File: config.mk
export PLATFORM = sky130hd
export DESIGN_NAME = store_queue_responder
export DESIGN_NICKNAME = d
export VERILOG_FILES = /design/src/rtl/store_queue_responder.sv
export SDC_FILE = /design/constraint.sdc
export NUM_CORES = 1
export LEC_CHECK = 0
export CORE_MARGIN = 5
export CORE_UTILIZATION = 30
export DETAILED_ROUTE_END_ITERATION = 8
export PLACE_DENSITY = 0.51
export SKIP_LAST_GASP = 1
export SLEW_MARGIN = 15
export SYNTH_ARGS = -nofsm -noshare
export SYNTH_HDL_FRONTEND = slang
export SYNTH_SLANG_ARGS = --single-unit
export TNS_END_PERCENT = 1
File: constraint.sdc
create_clock -name clock -period 10.1 [get_ports clock]
set_input_delay 2.525 -clock clock [delete_from_list [all_inputs] [get_ports clock]]
set_output_delay 2.525 -clock clock [all_outputs]
set_load 0.03 [all_outputs]
File: src/rtl/store_queue_responder.sv
// Store-queue responder for the load/store FU request/response interface.
// Allocates store entries at dispatch, captures store address/data from the
// FU, answers loads by forwarding or a memory read, and drains committed
// stores to memory in program order over one shared memory port.
// Optional feature: define SQ_FORWARD_EN to enable store-to-load forwarding.
// Without it, a load that matches an older store waits for that store to drain.
module store_queue_responder #(
  parameter int SQ_DEPTH = 8,
  parameter int XLEN     = 32,
  parameter int IDX_W    = $clog2(SQ_DEPTH)
) (
  input  logic             clock,
  input  logic             reset,
  input  logic             dispatch_en,
  output logic [IDX_W-1:0] sq_tail,
  output logic             sq_full,
  input  logic             fu_valid,
  input  logic             fu_load,
  input  logic             fu_store,
  input  logic [XLEN-1:0]  fu_addr,
  input  logic [XLEN-1:0]  fu_value,
  input  logic [IDX_W-1:0] fu_sq_pos,
  output logic             lsq_valid,
  output logic [XLEN-1:0]  lsq_value,
  input  logic             commit_store,
  input  logic             squash,
  output logic             mem_req,
  output logic             mem_wr,
  output logic [XLEN-1:0]  mem_addr,
  output logic [XLEN-1:0]  mem_wdata,
  input  logic             mem_grant,
  input  logic             mem_rvalid,
  input  logic [XLEN-1:0]  mem_rdata
);

  localparam int CNT_W = IDX_W + 1;
  localparam logic [CNT_W-1:0] FULL_CNT = CNT_W'(SQ_DEPTH);

  typedef enum logic [2:0] {
    S_IDLE,
    S_ST_REQ,
    S_LD_REQ,
    S_LD_WAIT,
    S_DROP
  } state_t;

  state_t state_q, state_d;

  logic [IDX_W-1:0] head_q, head_d;
  logic [IDX_W-1:0] commit_q, commit_d;
  logic [IDX_W-1:0] tail_q, tail_d;
  logic [CNT_W-1:0] count_q, count_d;

  logic [SQ_DEPTH-1:0] valid_q, valid_d;
  logic [SQ_DEPTH-1:0] addr_valid_q, addr_valid_d;
  logic [SQ_DEPTH-1:0] committed_q, committed_d;
  logic [XLEN-1:0]     addr_q [SQ_DEPTH];
  logic [XLEN-1:0]     addr_d [SQ_DEPTH];
  logic [XLEN-1:0]     data_q [SQ_DEPTH];
  logic [XLEN-1:0]     data_d [SQ_DEPTH];

  logic [XLEN-1:0] ld_addr_q, ld_addr_d;
  logic            lsq_valid_q, lsq_valid_d;
  logic [XLEN-1:0] lsq_value_q, lsq_value_d;

  logic             drain_ready;
  logic             drain_free;
  logic             load_try;
  logic             ld_unknown;
  logic             ld_hit;
  logic [IDX_W-1:0] ld_lim;
  logic [IDX_W-1:0] scan_idx;
`ifdef SQ_FORWARD_EN
  logic [IDX_W-1:0] ld_hit_idx;
`endif
  logic [CNT_W-1:0] squashed_n;

  assign sq_tail     = tail_q;
  assign sq_full     = (count_q == FULL_CNT);
  assign lsq_valid   = lsq_valid_q;
  assign lsq_value   = lsq_value_q;
  assign drain_ready = valid_q[head_q] & committed_q[head_q] & addr_valid_q[head_q];
  assign load_try    = fu_valid & fu_load & ~lsq_valid_q & ~squash;

  // Scan the stores older than the load (head-relative offsets handle wrap);
  // the last match seen in offset order is the youngest older store.
  always_comb begin
    // NOTE: every combinational output gets a default before any branch so no latch is inferred.
    ld_unknown = 1'b0;
    ld_hit     = 1'b0;
    scan_idx   = '0;
`ifdef SQ_FORWARD_EN
    ld_hit_idx = '0;
`endif
    ld_lim     = fu_sq_pos - head_q;
    for (int k = 0; k < SQ_DEPTH; k++) begin
      scan_idx = head_q + IDX_W'(k);
      if ((IDX_W'(k) < ld_lim) && valid_q[scan_idx]) begin
        if (!addr_valid_q[scan_idx]) begin
          ld_unknown = 1'b1;
        end else if (addr_q[scan_idx] == fu_addr) begin
          ld_hit     = 1'b1;
`ifdef SQ_FORWARD_EN
          ld_hit_idx = scan_idx;
`endif
        end
      end
    end
  end

  // Memory-port FSM: store drain has priority, then load service; squash drops loads.
  always_comb begin
    state_d     = state_q;
    ld_addr_d   = ld_addr_q;
    lsq_valid_d = 1'b0;
    lsq_value_d = lsq_value_q;
    drain_free  = 1'b0;
    mem_req     = 1'b0;
    mem_wr      = 1'b0;
    mem_addr    = '0;
    mem_wdata   = '0;
    unique case (state_q)
      S_IDLE: begin
        if (drain_ready) begin
          state_d = S_ST_REQ;
        end else if (load_try && !ld_unknown) begin
          if (!ld_hit) begin
            state_d   = S_LD_REQ;
            ld_addr_d = fu_addr;
          end
`ifdef SQ_FORWARD_EN
          else begin
            lsq_valid_d = 1'b1;
            lsq_value_d = data_q[ld_hit_idx];
          end
`endif
        end
      end
      S_ST_REQ: begin
        mem_req   = 1'b1;
        mem_wr    = 1'b1;
        mem_addr  = addr_q[head_q];
        mem_wdata = data_q[head_q];
        if (mem_grant) begin
          drain_free = 1'b1;
          state_d    = S_IDLE;
        end
      end
      S_LD_REQ: begin
        mem_req  = 1'b1;
        mem_addr = ld_addr_q;
        if (squash) begin
          state_d = mem_grant ? S_DROP : S_IDLE;
        end else if (mem_grant) begin
          state_d = S_LD_WAIT;
        end
      end
      S_LD_WAIT: begin
        if (squash) begin
          state_d = mem_rvalid ? S_IDLE : S_DROP;
        end else if (mem_rvalid) begin
          lsq_valid_d = 1'b1;
          lsq_value_d = mem_rdata;
          state_d     = S_IDLE;
        end
      end
      S_DROP: begin
        if (mem_rvalid) state_d = S_IDLE;
      end
      default: state_d = S_IDLE;
    endcase
  end

  // Entry bookkeeping: drain free, store capture, commit, then squash or allocate.
  always_comb begin
    valid_d      = valid_q;
    addr_valid_d = addr_valid_q;
    committed_d  = committed_q;
    addr_d       = addr_q;
    data_d       = data_q;
    head_d       = head_q;
    commit_d     = commit_q;
    tail_d       = tail_q;
    count_d      = count_q;
    squashed_n   = '0;

    if (drain_free) begin
      valid_d[head_q]      = 1'b0;
      addr_valid_d[head_q] = 1'b0;
      committed_d[head_q]  = 1'b0;
      head_d               = head_q + IDX_W'(1);
      count_d              = count_d - CNT_W'(1);
    end

    // A held store request may still be presented while its entry drains; ignore it then.
    if (fu_valid && fu_store && valid_q[fu_sq_pos] && !(drain_free && (fu_sq_pos == head_q))) begin
      addr_d[fu_sq_pos]       = fu_addr;
      data_d[fu_sq_pos]       = fu_value;
      addr_valid_d[fu_sq_pos] = 1'b1;
    end

    if (commit_store) begin
      committed_d[commit_q] = 1'b1;
      commit_d              = commit_q + IDX_W'(1);
    end

    if (squash) begin
      for (int i = 0; i < SQ_DEPTH; i++) begin
        if (valid_d[i] && !committed_d[i]) begin
          valid_d[i]      = 1'b0;
          addr_valid_d[i] = 1'b0;
          squashed_n      = squashed_n + CNT_W'(1);
        end
      end
      tail_d  = commit_d;
      count_d = count_d - squashed_n;
    end else if (dispatch_en && !sq_full) begin
      valid_d[tail_q]      = 1'b1;
      addr_valid_d[tail_q] = 1'b0;
      committed_d[tail_q]  = 1'b0;
      tail_d               = tail_q + IDX_W'(1);
      count_d              = count_d + CNT_W'(1);
    end
  end

  // Control state, pointers and entry flags.
  always_ff @(posedge clock or posedge reset) begin
    if (reset) begin
      state_q      <= S_IDLE;
      head_q       <= '0;
      commit_q     <= '0;
      tail_q       <= '0;
      count_q      <= '0;
      valid_q      <= '0;
      addr_valid_q <= '0;
      committed_q  <= '0;
      ld_addr_q    <= '0;
      lsq_valid_q  <= 1'b0;
      lsq_value_q  <= '0;
    end else begin
      state_q      <= state_d;
      head_q       <= head_d;
      commit_q     <= commit_d;
      tail_q       <= tail_d;
      count_q      <= count_d;
      valid_q      <= valid_d;
      addr_valid_q <= addr_valid_d;
      committed_q  <= committed_d;
      ld_addr_q    <= ld_addr_d;
      lsq_valid_q  <= lsq_valid_d;
      lsq_value_q  <= lsq_value_d;
    end
  end

  // Entry address/data storage.
  // NOTE: payload arrays are not reset; they are only read once the valid/addr_valid flags say so.
  always_ff @(posedge clock) begin
    addr_q <= addr_d;
    data_q <= data_d;
  end

endmodule
; Yosys cells after proc, flatten, opt, wreduce, memory -nomap -nowiden
; Index checks and enable logic that the tools add are counted.
[totals]
in_bits = 109
register_bits = 617
[op_classes]
bitwise = 28
muxes = 184
eq_ne = 18
n_lt_le_gt_ge = 33
n_addsub = 20
reduce_logical = 44
[ops]
columns = cell, n
row1 = $bmux 32 s3, 9
row2 = $mux 32, 20
row3 = $bwmux 256, 2
row4 = $eq 32x32->1, 8
row5 = $demux 32 s3, 1
row6 = $mux 8, 11
row7 = $mux 1, 86
row8 = $mux 4, 18
row9 = $pmux 32 s2, 1
row10 = $bmux 1 s3, 18
row11 = $lt 3x4->1 const B, 11
row12 = $and 8x8->8, 5
row13 = $mux 3, 13
row14 = $ge 4x4->1 const B, 9
row15 = $not 3->4, 9
row16 = $add 4x1->4 const B, 8
row17 = $logic_and 1x1->1, 27
row18 = $or 8x8->8, 3
row19 = $not 8->8, 2
row20 = $pmux 3 s5, 1
row21 = $add 3x3->3 const B, 4
row22 = $demux 1 s3, 4
row23 = $ge 3x1->1 const B, 4
row24 = $lt 3x3->1 const A, 4
row25 = 23 further kinds, 49

; Logic depth before layout (Yosys ltp)
; Gate-level depths: netlist of the first run.
[logic_depth]
depth_word = 36
mapped_depth = 38

; Least setup slack after synthesis of the first run
; No wires, ideal clock.
[synth_timing]
path_type = input to register
startpoint = input port fu_sq_pos[0]
endpoint = register addr_q[224] (netlist bit) (enable)
setup_ns = 0.567
t_required_ns = 9.533
setup_slack_ns = 1.357
arrival_time_ns = 8.176
cell_stages = 7
path_cell_list = clkbuf_1 inv_1 ha_1 nand4_1 nand3_1 or3_1 nor3_1
[synth_between]
elab_chain_cells = 4
word_cells_on_any_way = 7
[synth_lines]
columns = item, line_no
row1 = from (decl), 22  ; input logic [IDX_W-1:0] fu_sq_pos,
row2 = $bmux 1 s3 / $eq 3x3->1 (equally long branches), 196  ; if (fu_valid && fu_store && valid_q[fu_sq_pos] && !(drain_free && (fu_sq_pos == head_q))) begin
row3 = $mux 1 (implied by the code) / $logic_and 1x1->1 (equally long branches), 196
row4 = $logic_and 1x1->1 / $logic_not 1->1 (equally long branches), 196
row5 = $logic_and 1x1->1 (*), 196
row6 = to (signal assigned), 258  ; addr_q <= addr_d;
row7 = to (decl), 57  ; logic [XLEN-1:0] addr_q [SQ_DEPTH];
; Every way passes the cells marked *; elsewhere a longest branch is shown, timed or not. The select of a mux whose other input is x is not followed.
; A chain may end at the register's enable or synchronous reset.

; Final worst setup path of the first run
[layout_timing]
startpoint = input port mem_grant
endpoint = register count_q[3]
[layout_between]
elab_chain_cells = 32
word_cells_on_any_way = 50
[layout_lines]
columns = item, line_no
row1 = from (decl), 31  ; input logic mem_grant,
row2 = $mux 1 (*), 144  ; if (mem_grant) begin
row3 = $mux 1 (*), 122  ; unique case (state_q)
row4 = $mux 8, 187  ; if (drain_free) begin
row5 = $or 8x8->8 (no line), n/a
row6 = $mux 8, 202  ; if (commit_store) begin
row7 = $logic_not 1->1, 209  ; if (valid_d[i] && !committed_d[i]) begin
row8 = $logic_and 1x1->1, 209
row9 = $mux 1, 209
row10 = (+17 left out), n/a
row11 = $mux 4, 209
row12 = $mux 4, 207  ; if (squash) begin
row13 = $add 4x1->4, 212  ; squashed_n = squashed_n + CNT_W'(1);
row14 = $mux 4, 209
row15 = $mux 4, 207
row16 = $sub 4x4->4, 216  ; count_d = count_d - squashed_n;
row17 = $mux 4 (*), 207
row18 = named net count_d[3], 52  ; logic [CNT_W-1:0] count_q, count_d;
row19 = to (signal assigned), 245  ; count_q <= count_d;
row20 = to (decl), 52
; Mark *: on every way through the listed nets, which the timed path passes. The rest lies on a longest branch. The select of a mux whose other input is x is not followed.

==> reports/results.txt, run 1 <==
status: finished, final reports clean
post-synth cell types: 82
crit end category: flip-flop
vias in the first global route: 25.54k
worst slack, placed: 0.8366 ns
largest net degree at the start of global routing: 145
Port Buffers: 211
Initial Util: 0.3011
crit path time final: 8.657 ns
max-cap viol count: 0
antenna-violating nets left: 0
Detail Placement HPWL: 85450 µm
H-tree depth: 3
worst slew pin tran: 1.200 ns
critical path class: in2reg
Synth area leaders: edfxtp_1 (41%), mux4_2 (22%), dfrtp_1 (7.0%)
die height: 364.6 µm
final hold vios: 0
commonest non-fill, non-tap cells in the layout: edfxtp_1 (512), mux4_2 (375), mux2i_1 (223)
wire per inst: 29.16 µm
clock skew: 0.02901 ns
commonest non-fill, non-tap cell in the layout: edfxtp_1
Setup crit start kind: input port
Post-synth EDFFs: 512
RR Endpoint: count_q[3]
vias after detailed routing: 25.13k
core region area: 125200 µm²
WP data arrival: 9.20 ns
WP buf/inv: 3
Max Fclk: 0.1155 GHz
Core Util, Final: 0.3506
flops & latches, synth: 617
Reg2Reg Depth: 30
Final Setup Violations: 0
Final TNS setup: 0 ns
Hold Buf Count CTS: 0
post-route cell area: 43910 µm²
worst r2r src: head_q[2]
Mapped Cells: 2530
Worst Setup SP: mem_grant
post-synth top area share: 0.4076
Slew Limit Fails: 0
share of cells above drive strength 1: 0.2456
Num CTS Buffers: 79
CP peak stage delay: 0.55 ns
Crit Path Max Fanout: 7
Final Net Count: 2816
fillers: 11.97k
antenna violations before repair: 13
Clock transition at path regs: 0.06 ns
sequential fraction of the synthesis area: 0.4773
Final Wtd Congestion: 0.9268
Overall Global Routing Usage: 0.1903
Synth area leader: edfxtp_1
Initial DRT Pass Iterations: 5
CTS tree: built
Post-CTS Setup Bufs: 0
total grt overflow: 0
most numerous cell on the critical path: ha_1
width of the chip: 364.6 µm
Syn Nets: 2663
Synthesis Warnings: 0
CP Data Required Time: 10.64 ns
Routed WL: 128300 µm
dpl cells: 4252
PnR worst setup slack: 1.443 ns
site row count: 130
Power Dens Cells: 321.0 nW/µm²
clk sinks: 617
post-route clock period utilization: 0.8572
# DRC: 0
area delta synth->final: 16.41%
Levels on crit path: 30
placement-stage cell area: 41350 µm²
worst hold margin: 0.5024 ns
R2R setup slack: 2.96 ns
Layout Cells excl Fill: 4401
ys flop type: edfxtp_1
RSZ-0062 raised after global routing: no
Slew HR: 0.1997
Synth Cell Area: 37720 µm²
Mapped Avg Cell Area: 14.91 µm²
first-pass GRT wire length: 185800 µm
min-delay worst type: reg2reg
leak pwr: 14.75 nW
Slowest cell on crit path: clkdlybuf4s50_1
CTS resizes: 0
io pins: 212
Clock Path Buffers: 3
via-per-instance ratio: 5.709
Initial DRC Count: 2535
Worst-Skew Late Latency: 0.66 ns
Die ar.: 132900 µm²
crit-path leading delay family: simple AND/OR/NAND/NOR gates
FFs w/ async S/R, synth: 0.1702
Max rail drop VDD: 213.0 µV
CTS root buf: clkbuf_16
critical path endpoint: count_q[3]
power consumption: 14.10 mW
## metal layers
layer	part of all wire	track usage	up-vias
met2	0.49	0.3160	1151
met3	0.076	0.03803	214
met1	0.40	0.2506	13280
li1	-	-	10480
met4	0.035	0.06337	6
met5	0.00037	0	-
## cell usage after synthesis, drive strengths merged (5+ instances only)
cell     count
nand4b       5
a211oi      13
nor2b       19
a32oi        5
nor2        52
edfxtp     512
nor3        32
a21oi       74
nand3       33
nand2b      12
nor4        32
nand2      193
o2111ai      7
ha          22
dfrtp      105
o21ai       59
inv         31
o22ai        8
xnor2      202
nand4       44
a2111oi      7
xor2        57
or3          7
buf        141
mux2i      223
mux2        92
o211ai      10
and3         5
and2         5
a221oi       8
clkbuf      56
a22oi       12
o31ai        6
mux4       375
## logic make-up after synthesis
| group | Yosys count | share of synthesized area |
|---|---|---|
| buf+inv | 228 | 0.03424 |
| mux | 690 | 0.3135 |
| compound gates | 245 | 0.04316 |
| fa+ha+maj | 24 | 0.008360 |
| xor+xnor | 261 | 0.06267 |
| flops | 617 | 0.4773 |
| simple gates | 465 | 0.06081 |
## report_power, final
group / switching, mW / internal [mW]
registers: 0.271 / 2.95
logic: 4.60 / 3.51
clock network: 1.14 / 1.62
## flip-flops by register name (all words and copies together) (netlist names)
name	flops
lsq_valid	1
sq_tail	3
valid_q	8
commit_q	3
data_q	256
committed_q	8
ld_addr_q	32
addr_q	256
head_q	3
addr_valid_q	8
count_q	4
lsq_value	32
state_q	3
## worst min path at each step
stage                   from       endpoint  depth (start not counted)
6_report       ld_addr_q[29]  ld_addr_q[29]                          1
2_1_floorplan  ld_addr_q[28]  ld_addr_q[28]                          1
3_5_place_dp    lsq_value[6]   lsq_value[6]                          1
4_1_cts        ld_addr_q[29]  ld_addr_q[29]                          1
5_1_grt         ld_addr_q[3]   ld_addr_q[3]                          1
3_3_place_gp   ld_addr_q[30]  ld_addr_q[30]                          1
## layout make-up
class                      count  area, µm²  share of cell area
clock buffer                 103       2170             0.04941
sequential                   617      18010              0.4103
timing repair buffer         269       2585             0.05887
multi-input combinational   1685      18570              0.4229
tap                         1650       2064             0.04702
antenna                        7      17.52           0.0003990
inverter                      31      123.9            0.002821
clock inverter                39      365.4            0.008321
(Power assumes the default switching activity.)
==> run 2, diff against run 1 <==
--- a/config.mk
+++ b/config.mk
@@ -5,6 +5,7 @@
 export SDC_FILE = /design/constraint.sdc
 export NUM_CORES = 1
 export LEC_CHECK = 0
+export ABC_CLOCK_PERIOD_IN_PS = 10100
 export CORE_MARGIN = 5
 export CORE_UTILIZATION = 30
 export DETAILED_ROUTE_END_ITERATION = 8
==> results of run 2 <==
No change in the layout: final DEF, timing and power equal those of run 1.
